===== src/rtl/tff_count_ctrl_if.sv =====
// rtl/tff_count_ctrl_if.sv - command, bank-state and status bundle for the T-FF count controller
interface tff_count_ctrl_if #(
  parameter int WIDTH = 4
);
  logic             start;
  logic             stop;
  logic             clr;
  logic             dir;
  logic             oneshot;
  logic [WIDTH-1:0] mod_val;
  logic [WIDTH-1:0] q_vec;
  logic [WIDTH-1:0] t_vec;
  logic             busy;
  logic             tc;
  logic             done;

  modport master (
    output start, stop, clr, dir, oneshot, mod_val, q_vec,
    input  t_vec, busy, tc, done
  );

  modport slave (
    input  start, stop, clr, dir, oneshot, mod_val, q_vec,
    output t_vec, busy, tc, done
  );
endinterface


===== src/rtl/tff_count_ctrl.sv =====
// rtl/tff_count_ctrl.sv - sequences an external T-FF bank as a modulo-(mod_val+1) up/down counter
module tff_count_ctrl #(
  parameter int WIDTH = 4
) (
  input  logic              clk,
  input  logic              rst,
  tff_count_ctrl_if.slave   bus
);
  typedef enum logic [2:0] {
    S_IDLE  = 3'd0,
    S_RUN   = 3'd1,
    S_PAUSE = 3'd2,
    S_DONE  = 3'd3,
    S_CLEAR = 3'd4
  } state_t;

  state_t           state;
  state_t           state_nxt;
  logic             oneshot_q;
  logic             oneshot_nxt;
  logic             tc_q;
  logic [WIDTH-1:0] q_next;
  logic             wrap;
  logic             go;

  // start is ignored whenever stop is also asserted
  assign go = bus.start & ~bus.stop;

  always_comb begin
    q_next = '0;
    wrap   = 1'b0;
    if (bus.dir) begin
      if (bus.q_vec >= bus.mod_val) begin
        wrap   = 1'b1;
        q_next = '0;
      end else begin
        q_next = bus.q_vec + WIDTH'(1);
      end
    end else begin
      if (bus.q_vec == '0 || bus.q_vec > bus.mod_val) begin
        wrap   = 1'b1;
        q_next = bus.mod_val;
      end else begin
        q_next = bus.q_vec - WIDTH'(1);
      end
    end
  end

  always_comb begin
    state_nxt   = state;
    oneshot_nxt = oneshot_q;
    bus.t_vec   = '0;
    bus.busy    = 1'b0;
    bus.done    = 1'b0;
    case (state)
      S_IDLE: begin
        if (go) begin
          state_nxt   = S_RUN;
          oneshot_nxt = bus.oneshot;
        end
      end
      S_RUN: begin
        bus.busy  = 1'b1;
        bus.t_vec = bus.q_vec ^ q_next;
        if (bus.stop) begin
          state_nxt = S_PAUSE;
        end else if (oneshot_q && wrap) begin
          state_nxt = S_DONE;
        end
      end
      S_PAUSE: begin
        if (go) begin
          state_nxt = S_RUN;
        end
      end
      S_DONE: begin
        bus.done = 1'b1;
        if (go) begin
          state_nxt   = S_RUN;
          oneshot_nxt = bus.oneshot;
        end
      end
      S_CLEAR: begin
        bus.t_vec = bus.q_vec;
        state_nxt = S_IDLE;
      end
      default: begin
        state_nxt = S_IDLE;
      end
    endcase
    // clear overrides every other request, including a same-edge start
    if (bus.clr) begin
      state_nxt   = S_CLEAR;
      oneshot_nxt = oneshot_q;
    end
  end

  always_ff @(posedge clk or posedge rst) begin
    if (rst) begin
      state     <= S_IDLE;
      oneshot_q <= 1'b0;
      tc_q      <= 1'b0;
    end else begin
      state     <= state_nxt;
      oneshot_q <= oneshot_nxt;
      tc_q      <= (state == S_RUN) && wrap;
    end
  end

  assign bus.tc = tc_q;
endmodule


===== src/flat_wrapper.sv =====
// flat-port wrapper written by rule: the top's interface ports become plain ports
module tff_count_ctrl_flat 
#(
  parameter int WIDTH = 4
)
  (clk, rst, bus_start, bus_stop, bus_clr, bus_dir, bus_oneshot, bus_mod_val, bus_q_vec, bus_t_vec, bus_busy, bus_tc, bus_done);
  tff_count_ctrl_if #(.WIDTH(WIDTH)) bus_i ();
  input  logic clk;
  input  logic rst;
  input wire logic [$bits(bus_i.start)-1:0] bus_start;
  input wire logic [$bits(bus_i.stop)-1:0] bus_stop;
  input wire logic [$bits(bus_i.clr)-1:0] bus_clr;
  input wire logic [$bits(bus_i.dir)-1:0] bus_dir;
  input wire logic [$bits(bus_i.oneshot)-1:0] bus_oneshot;
  input wire logic [$bits(bus_i.mod_val)-1:0] bus_mod_val;
  input wire logic [$bits(bus_i.q_vec)-1:0] bus_q_vec;
  output wire logic [$bits(bus_i.t_vec)-1:0] bus_t_vec;
  output wire logic [$bits(bus_i.busy)-1:0] bus_busy;
  output wire logic [$bits(bus_i.tc)-1:0] bus_tc;
  output wire logic [$bits(bus_i.done)-1:0] bus_done;
  assign bus_i.start = bus_start;
  assign bus_i.stop = bus_stop;
  assign bus_i.clr = bus_clr;
  assign bus_i.dir = bus_dir;
  assign bus_i.oneshot = bus_oneshot;
  assign bus_i.mod_val = bus_mod_val;
  assign bus_i.q_vec = bus_q_vec;
  assign bus_t_vec = bus_i.t_vec;
  assign bus_busy = bus_i.busy;
  assign bus_tc = bus_i.tc;
  assign bus_done = bus_i.done;
  tff_count_ctrl #(.WIDTH(WIDTH)) u_core (.clk(clk), .rst(rst), .bus(bus_i));
endmodule

===== config.mk =====
export PLATFORM = sky130hd
export DESIGN_NAME = tff_count_ctrl_flat
export DESIGN_NICKNAME = d
export VERILOG_FILES = /design/src/rtl/tff_count_ctrl_if.sv /design/src/rtl/tff_count_ctrl.sv /design/src/flat_wrapper.sv
export SDC_FILE = /design/constraint.sdc
export NUM_CORES = 1
export LEC_CHECK = 0
export CAP_MARGIN = 20
export CORE_MARGIN = 5
export CORE_UTILIZATION = 48
export DETAILED_ROUTE_END_ITERATION = 10
export PLACE_DENSITY = 0.84
export SLEW_MARGIN = 20
export SYNTH_ARGS = -nofsm -noshare
export SYNTH_HDL_FRONTEND = slang
export SYNTH_SLANG_ARGS = --single-unit

===== constraint.sdc =====
create_clock -name clk -period 4.02 [get_ports clk]
set_clock_uncertainty 0.1 [all_clocks]
set_input_delay 0.402 -clock clk [delete_from_list [all_inputs] [get_ports clk]]
set_output_delay 0.402 -clock clk [all_outputs]
set_load 0.01 [all_outputs]

==> flow_summary_export.csv, run 1 <==
group,metric,value,unit
placed_design,routabilityCongestion,0.956,
setup_path,crit_path_max_fanout,8,
clock_network,numCtsBuffers,3,
route,routed_wl,2000,µm
sta,fmax,270,MHz
clock_network,cts_root_buf,"clkbuf_4",
clock_network,cts_hold_buffers,0,
yosys,synth.yosys.seq_area_share,18.7,%
clock_network,cts_resized,0,
grt,grt_pass1_vias,701,
yosys,ys_warn_count,0,
yosys,ys_seq_elements,5,
placed_design,dpl.hpwl,1650,µm
placed_design,pre_cts_ws,0.351,ns
sta,hold_viol_final,0,
grt,met2_usage,35.3,%
route,via_count,767,
grt,use_met3,1.92,%
sta,worstMarginPinSlew,0.372,ns
hold_path,hp-class,"input pin to asynchronous set/reset pin",
finish,fillers,110,
setup_path,critical_path_class,"input pin to output pin",
route,wire_per_inst,16.1,µm
route,viasPerCell,6.19,
sta,fin_setup_tns,0,ns
power,leakage,0.406,nW
floorplanning,die_y,47.3,µm
grt,use_met1,23.9,%
sta,report.final.slew_viol_count,0,
clock_network,clk_transition_reported_paths,0.05,ns
sta,finalCritPeriodShare,92.1,%
placed_design,portBuffers,21,
finish,area_growth,38.8,%
setup_path,critPathRequiredTime,3.52,ns
finish,multiInputGateArea,505,µm²
yosys,synthDistinctLibCells,39,
yosys,synth_edf_count,0,
grt,grt_max_degree,9,
setup_path,rrSetupSlack,2.58,ns
grt,antenna_found_initial,0,
yosys,synth_cells,84,
yosys,synthFlopType,"dfrtp_1",
finish,final_net_count,131,
run_status,outcome,"complete, no violations",
yosys,syn_nets,105,
route,ant_nets,0,
route,dr.pass1.iters,4,
power,power.density,219,nW/µm²
sta,grt_setup_unrepaired,"false",
yosys,netlist_area,668,µm²
yosys,avgSynthCellArea,7.95,µm²
grt,grt_usage,19.6,%
clock_network,htree_levels,1,
setup_path,arrival,3.20,ns
grt,grt_overflow_total,0,
floorplanning,num_rows,13,
floorplanning,initial_core_util,51.3,%
power,peakVddDrop,0.110,mV
finish,ff_latch_area,125,µm²
clock_network,cts.path.max_buffers,2,
floorplanning,ios,22,
yosys,async_flop_share,100,%
clock_network,clock-sinks,5,
sta,setup_viol,0,
clock_network,post-cts-setup-buffer-count,0,
grt,grt_pass1_wl,3100,µm
sta,slew_headroom,74.6,%
floorplanning,dieArea,2240,µm²
finish,layout-drive-gt1-share,11.0,%
finish,diodes,0,
route,drtIter0Drc,27,
setup_path,r2r_cells,3,
flow_run,maxCapViolations,0,
floorplanning,core-area,1300,µm²
sta,fin_crit,3.70,ns
clock_network,cts_tree,"yes",
sta,setup_slack,0.316,ns
setup_path,cp-end-kind,"output pin",
grt,grt-busiest-layer,"met2",
setup_path,worstSetupStartpointType,"input pin",
floorplanning,die_w,47.3,µm
setup_path,rr_startpoint,"u_core.state[2]$_DFFE_PP0P_",
clock_network,insertion_delay,0.24,ns
route,route.detailed.drc,0,
setup_path,r2r-end,"u_core.oneshot_q$_DFFE_PP0P_",
## metrics by stage
step	util [%]	cells	cell area (µm²)	hold slack [ns]	total power, mW
final	71.3	124	927	0.263	0.203
after CTS	71.3	124	927	0.264	0.204
after global routing	71.3	124	927	0.279	0.214
after global placement	69.2	120	901	0.411	0.140
after floorplan	-	84	668	0.0805	0.106
after detailed placement	69.2	120	901	0.426	0.143
## worst max path at each step
stage	start	endpoint	slack (ns)
6_report	bus_q_vec[2]	bus_t_vec[2]	0.32
5_1_grt	bus_q_vec[2]	bus_t_vec[2]	0.17
4_1_cts	bus_q_vec[2]	bus_t_vec[2]	0.34
3_5_place_dp	bus_q_vec[2]	bus_t_vec[2]	0.35
3_3_place_gp	bus_q_vec[1]	bus_t_vec[2]	0.39
2_1_floorplan	bus_mod_val[1]	bus_t_vec[2]	1.52
## Yosys cell counts (2+ instances only)
| library cell | number | share of area (%) |
|---|---|---|
| nor3_1 | 4 | 3.0 |
| nor2_1 | 8 | 4.5 |
| nand3b_1 | 2 | 2.2 |
| dfrtp_1 | 5 | 19 |
| a311oi_1 | 2 | 2.6 |
| nand2_1 | 6 | 3.4 |
| o211ai_1 | 3 | 3.4 |
| inv_1 | 9 | 5.1 |
| mux2_2 | 2 | 3.4 |
| nand4_1 | 2 | 1.9 |
| a21oi_1 | 3 | 2.2 |
| ha_1 | 6 | 11 |
| o21ai_0 | 3 | 2.2 |
| nand3_1 | 2 | 1.5 |
| and2_1 | 3 | 2.8 |
## logic make-up after synthesis
family	count (synthesis)	share of synthesized area (%)
compound gates	21	24.3
mux	3	4.87
xor+xnor	1	1.31
simple gates	38	33.9
flops	5	18.7
buf+inv	10	5.62
fa+ha+maj	6	11.2
## registers in the layout, indices dropped and copies added (netlist names)
name	count
u_core.oneshot_q	1
u_core.bus.tc	1
u_core.state	3
## layout make-up
| cell class | count | area share, % |
|---|---|---|
| multi-input cells | 69 | 54.5 |
| repair buffers | 22 | 23.5 |
| flip-flops and latches | 5 | 13.5 |
| inverters | 9 | 3.64 |
| clock buffers | 4 | 2.83 |
| well taps | 15 | 2.02 |
## critical path: stages
cell and delay (ns):
clkdlybuf4s50_1 0.55, ha_1 0.42, nand4_1 0.21, nand2_2 0.16
nand3_4 0.12, a21o_1 0.22, or4_1 0.46, o211ai_1 0.09
clkdlybuf4s50_1 0.56
## routing by layer
layer,wire length [µm],vias to the layer above
met5,0,-
met4,13,0
met3,148,2
met2,1020,37
met1,816,360
li1,-,368
## report_power, final
part	total, mW	switching [mW]	internal [mW]
clock network	0.0585	0.0210	0.0376
registers	0.0572	0.00314	0.0540
logic	0.0873	0.0439	0.0435
## cells in the final DEF, fill, tap and decap left out, drive strengths merged, types with 2 or more instances in the layout
cell type,n
clkdlybuf4s50,21
inv,9
nor2,8
nand2,7
ha,6
dfrtp,5
nor3,4
clkbuf,4
and2,3
o21ai,3
o211ai,3
a21oi,3
nand3,3
mux2,2
nand3b,2
nand4,2
a311oi,2
a21o,2
o2111ai,2
(Power assumes the default switching activity.)
==> run 2: changes to the inputs <==
--- a/config.mk
+++ b/config.mk
@@ -9,6 +9,7 @@
 export CORE_MARGIN = 5
 export CORE_UTILIZATION = 48
 export DETAILED_ROUTE_END_ITERATION = 10
+export GPL_TIMING_DRIVEN = 0
 export PLACE_DENSITY = 0.84
 export SLEW_MARGIN = 20
 export SYNTH_ARGS = -nofsm -noshare
==> constraint.sdc (replaced) <==
create_clock -name clk -period 4.4 [get_ports clk]
set_clock_uncertainty 0.1 [all_clocks]
set_input_delay 0.44 -clock clk [delete_from_list [all_inputs] [get_ports clk]]
set_output_delay 0.44 -clock clk [all_outputs]
set_load 0.01 [all_outputs]
==> flow_summary_export.csv, run 2 (synthesized netlist as in run 1, its figures left out) <==
group,metric,value,unit
run_status,outcome,"complete, no violations",
sta,grt_setup_unrepaired,"false",
finish,largest_register,"u_core.state",
clock_network,clk_transition_reported_paths,0.04,ns
sta,fin_crit,3.80,ns
setup_path,cpPeakStageDelay,0.63,ns
setup_path,rr_startpoint,"u_core.state[2]$_DFFE_PP0P_",
floorplanning,die_w,47.3,µm
route,viasPerCell,6.08,
clock_network,cts.path.max_buffers,2,
floorplanning,ios,22,
grt,grt_usage,17.1,%
sta,fin_setup_tns,0,ns
flow_run,maxCapViolations,0,
clock_network,cts_resized,0,
placed_design,routabilityCongestion,0.910,
setup_path,r2r_cells,3,
grt,grt_pass1_vias,659,
finish,diodes,0,
finish,fillers,118,
finish,final_common_cell,"clkdlybuf4s50_1",
power,leakage,0.403,nW
placed_design,portBuffers,21,
floorplanning,die_y,47.3,µm
floorplanning,initial_core_util,51.3,%
route,dr.pass1.iters,4,
setup_path,critPathRequiredTime,3.86,ns
clock_network,cts_hold_buffers,0,
setup_path,crit_path_max_fanout,8,
sta,finalCritPeriodShare,86.3,%
clock_network,insertion_delay,0.25,ns
setup_path,critPathSlowestCell,"clkdlybuf4s50_1",
sta,fmax,263,MHz
clock_network,cts_root_buf,"clkbuf_4",
clock_network,numCtsBuffers,3,
power,peakVddDrop,0.103,mV
route,drtIter0Drc,15,
power,power.density,197,nW/µm²
sta,hold_viol_final,0,
sta,worstMarginPinSlew,0.379,ns
route,wire_per_inst,14.2,µm
finish,area_growth,38.2,%
route,routed_wl,1770,µm
clock_network,post-cts-setup-buffer-count,0,
sta,timing.hold.ws,0.317,ns
hold_path,hp-class,"input pin to asynchronous set/reset pin",
sta,slew_headroom,74.1,%
sta,report.final.slew_viol_count,0,
setup_path,cpMostUsedCell,"clkdlybuf4s50_1",
route,via_count,754,
setup_path,arrival,3.26,ns
clock_network,clock-sinks,5,
clock_network,htree_levels,1,
setup_path,cp-end-kind,"output pin",
clock_network,cts_tree,"yes",
setup_path,r2r-end,"u_core.oneshot_q$_DFFE_PP0P_",
sta,setup_viol,0,
setup_path,worstPathCellList,"clkdlybuf4s50_1, ha_1, nor2b_4, o2111ai_2, nand3_4, a21o_1, or4_1, o211ai_1, clkdlybuf4s50_1",
grt,grt_pass1_wl,2750,µm
floorplanning,dieArea,2240,µm²
grt,grt_max_degree,9,
finish,mostFrequentLayoutCells,"21 x clkdlybuf4s50_1, 9 x inv_1, 8 x nor2_1, 6 x nand2_1, 6 x ha_1",
floorplanning,num_rows,13,
finish,postLayoutCoreUtil,71.0,%
finish,largest_register_ffs,3,
placed_design,dpl.hpwl,1450,µm
floorplanning,core-area,1300,µm²
setup_path,worstSetupStartpointType,"input pin",
finish,final_net_count,131,
finish,layout-drive-gt1-share,10.1,%
route,ant_nets,0,
grt,antenna_found_initial,0,
setup_path,critical_path_class,"input pin to output pin",
route,route.detailed.drc,0,
grt,grt_overflow_total,0,
setup_path,rrSetupSlack,3.00,ns
run 2: changes by cell type in the layout (fill, tap and decap cells not counted):
cell | previous run | this run
buf_4 | 1 | 0
clkbuf_1 | 1 | 2
run 2: metrics by stage:
stage / total power [mW] / instances / cell area (µm²) / setup slack [ns]
final: 0.182 / 124 / 923 / 0.601
after global routing: 0.195 / 124 / 923 / 0.473
after CTS: 0.182 / 124 / 923 / 0.594
after detailed placement: 0.128 / 120 / 897 / 0.590
after global placement: 0.127 / 120 / 897 / 0.650
after floorplan: 0.0969 / 84 / 668 / 1.83
run 2: worst max path at each step:
stage	from	to	slack, ns	depth (start not counted)
after floorplan	bus_mod_val[1]	bus_t_vec[2]	1.83	8
after global placement	bus_q_vec[1]	bus_t_vec[2]	0.65	9
after detailed placement	bus_q_vec[1]	bus_t_vec[2]	0.59	9
final	bus_q_vec[1]	bus_t_vec[2]	0.60	9
after global routing	bus_q_vec[1]	bus_t_vec[2]	0.47	9
after CTS	bus_q_vec[1]	bus_t_vec[2]	0.59	9
run 2: cell type report:
type	count	area, µm²	share of cell area (%)
buffer	1	3.75	0.407
clock buffer	4	26.3	2.85
inverter	9	33.8	3.66
multi-input combinational	69	505	54.7
sequential	5	125	13.6
tap	15	18.8	2.03
timing repair buffer	21	210	22.8
run 2: critical path: cells and delay by family:
family,cells,cell delay [ns]
fa+ha+maj,1,0.31
buf+inv,2,1.19
compound gates,3,0.55
simple gates,3,0.77
run 2: where the power goes:
group / total [mW] / switching, mW / internal (mW)
registers: 0.0519 / 0.00250 / 0.0494
clock network: 0.0535 / 0.0192 / 0.0343
logic: 0.0766 / 0.0376 / 0.0389
run 2: routing by layer:
metal,routed length [µm],track usage (%)
met2,881,30.5
met3,158,1.92
met5,0,0
met4,34,8.29
met1,690,20.0
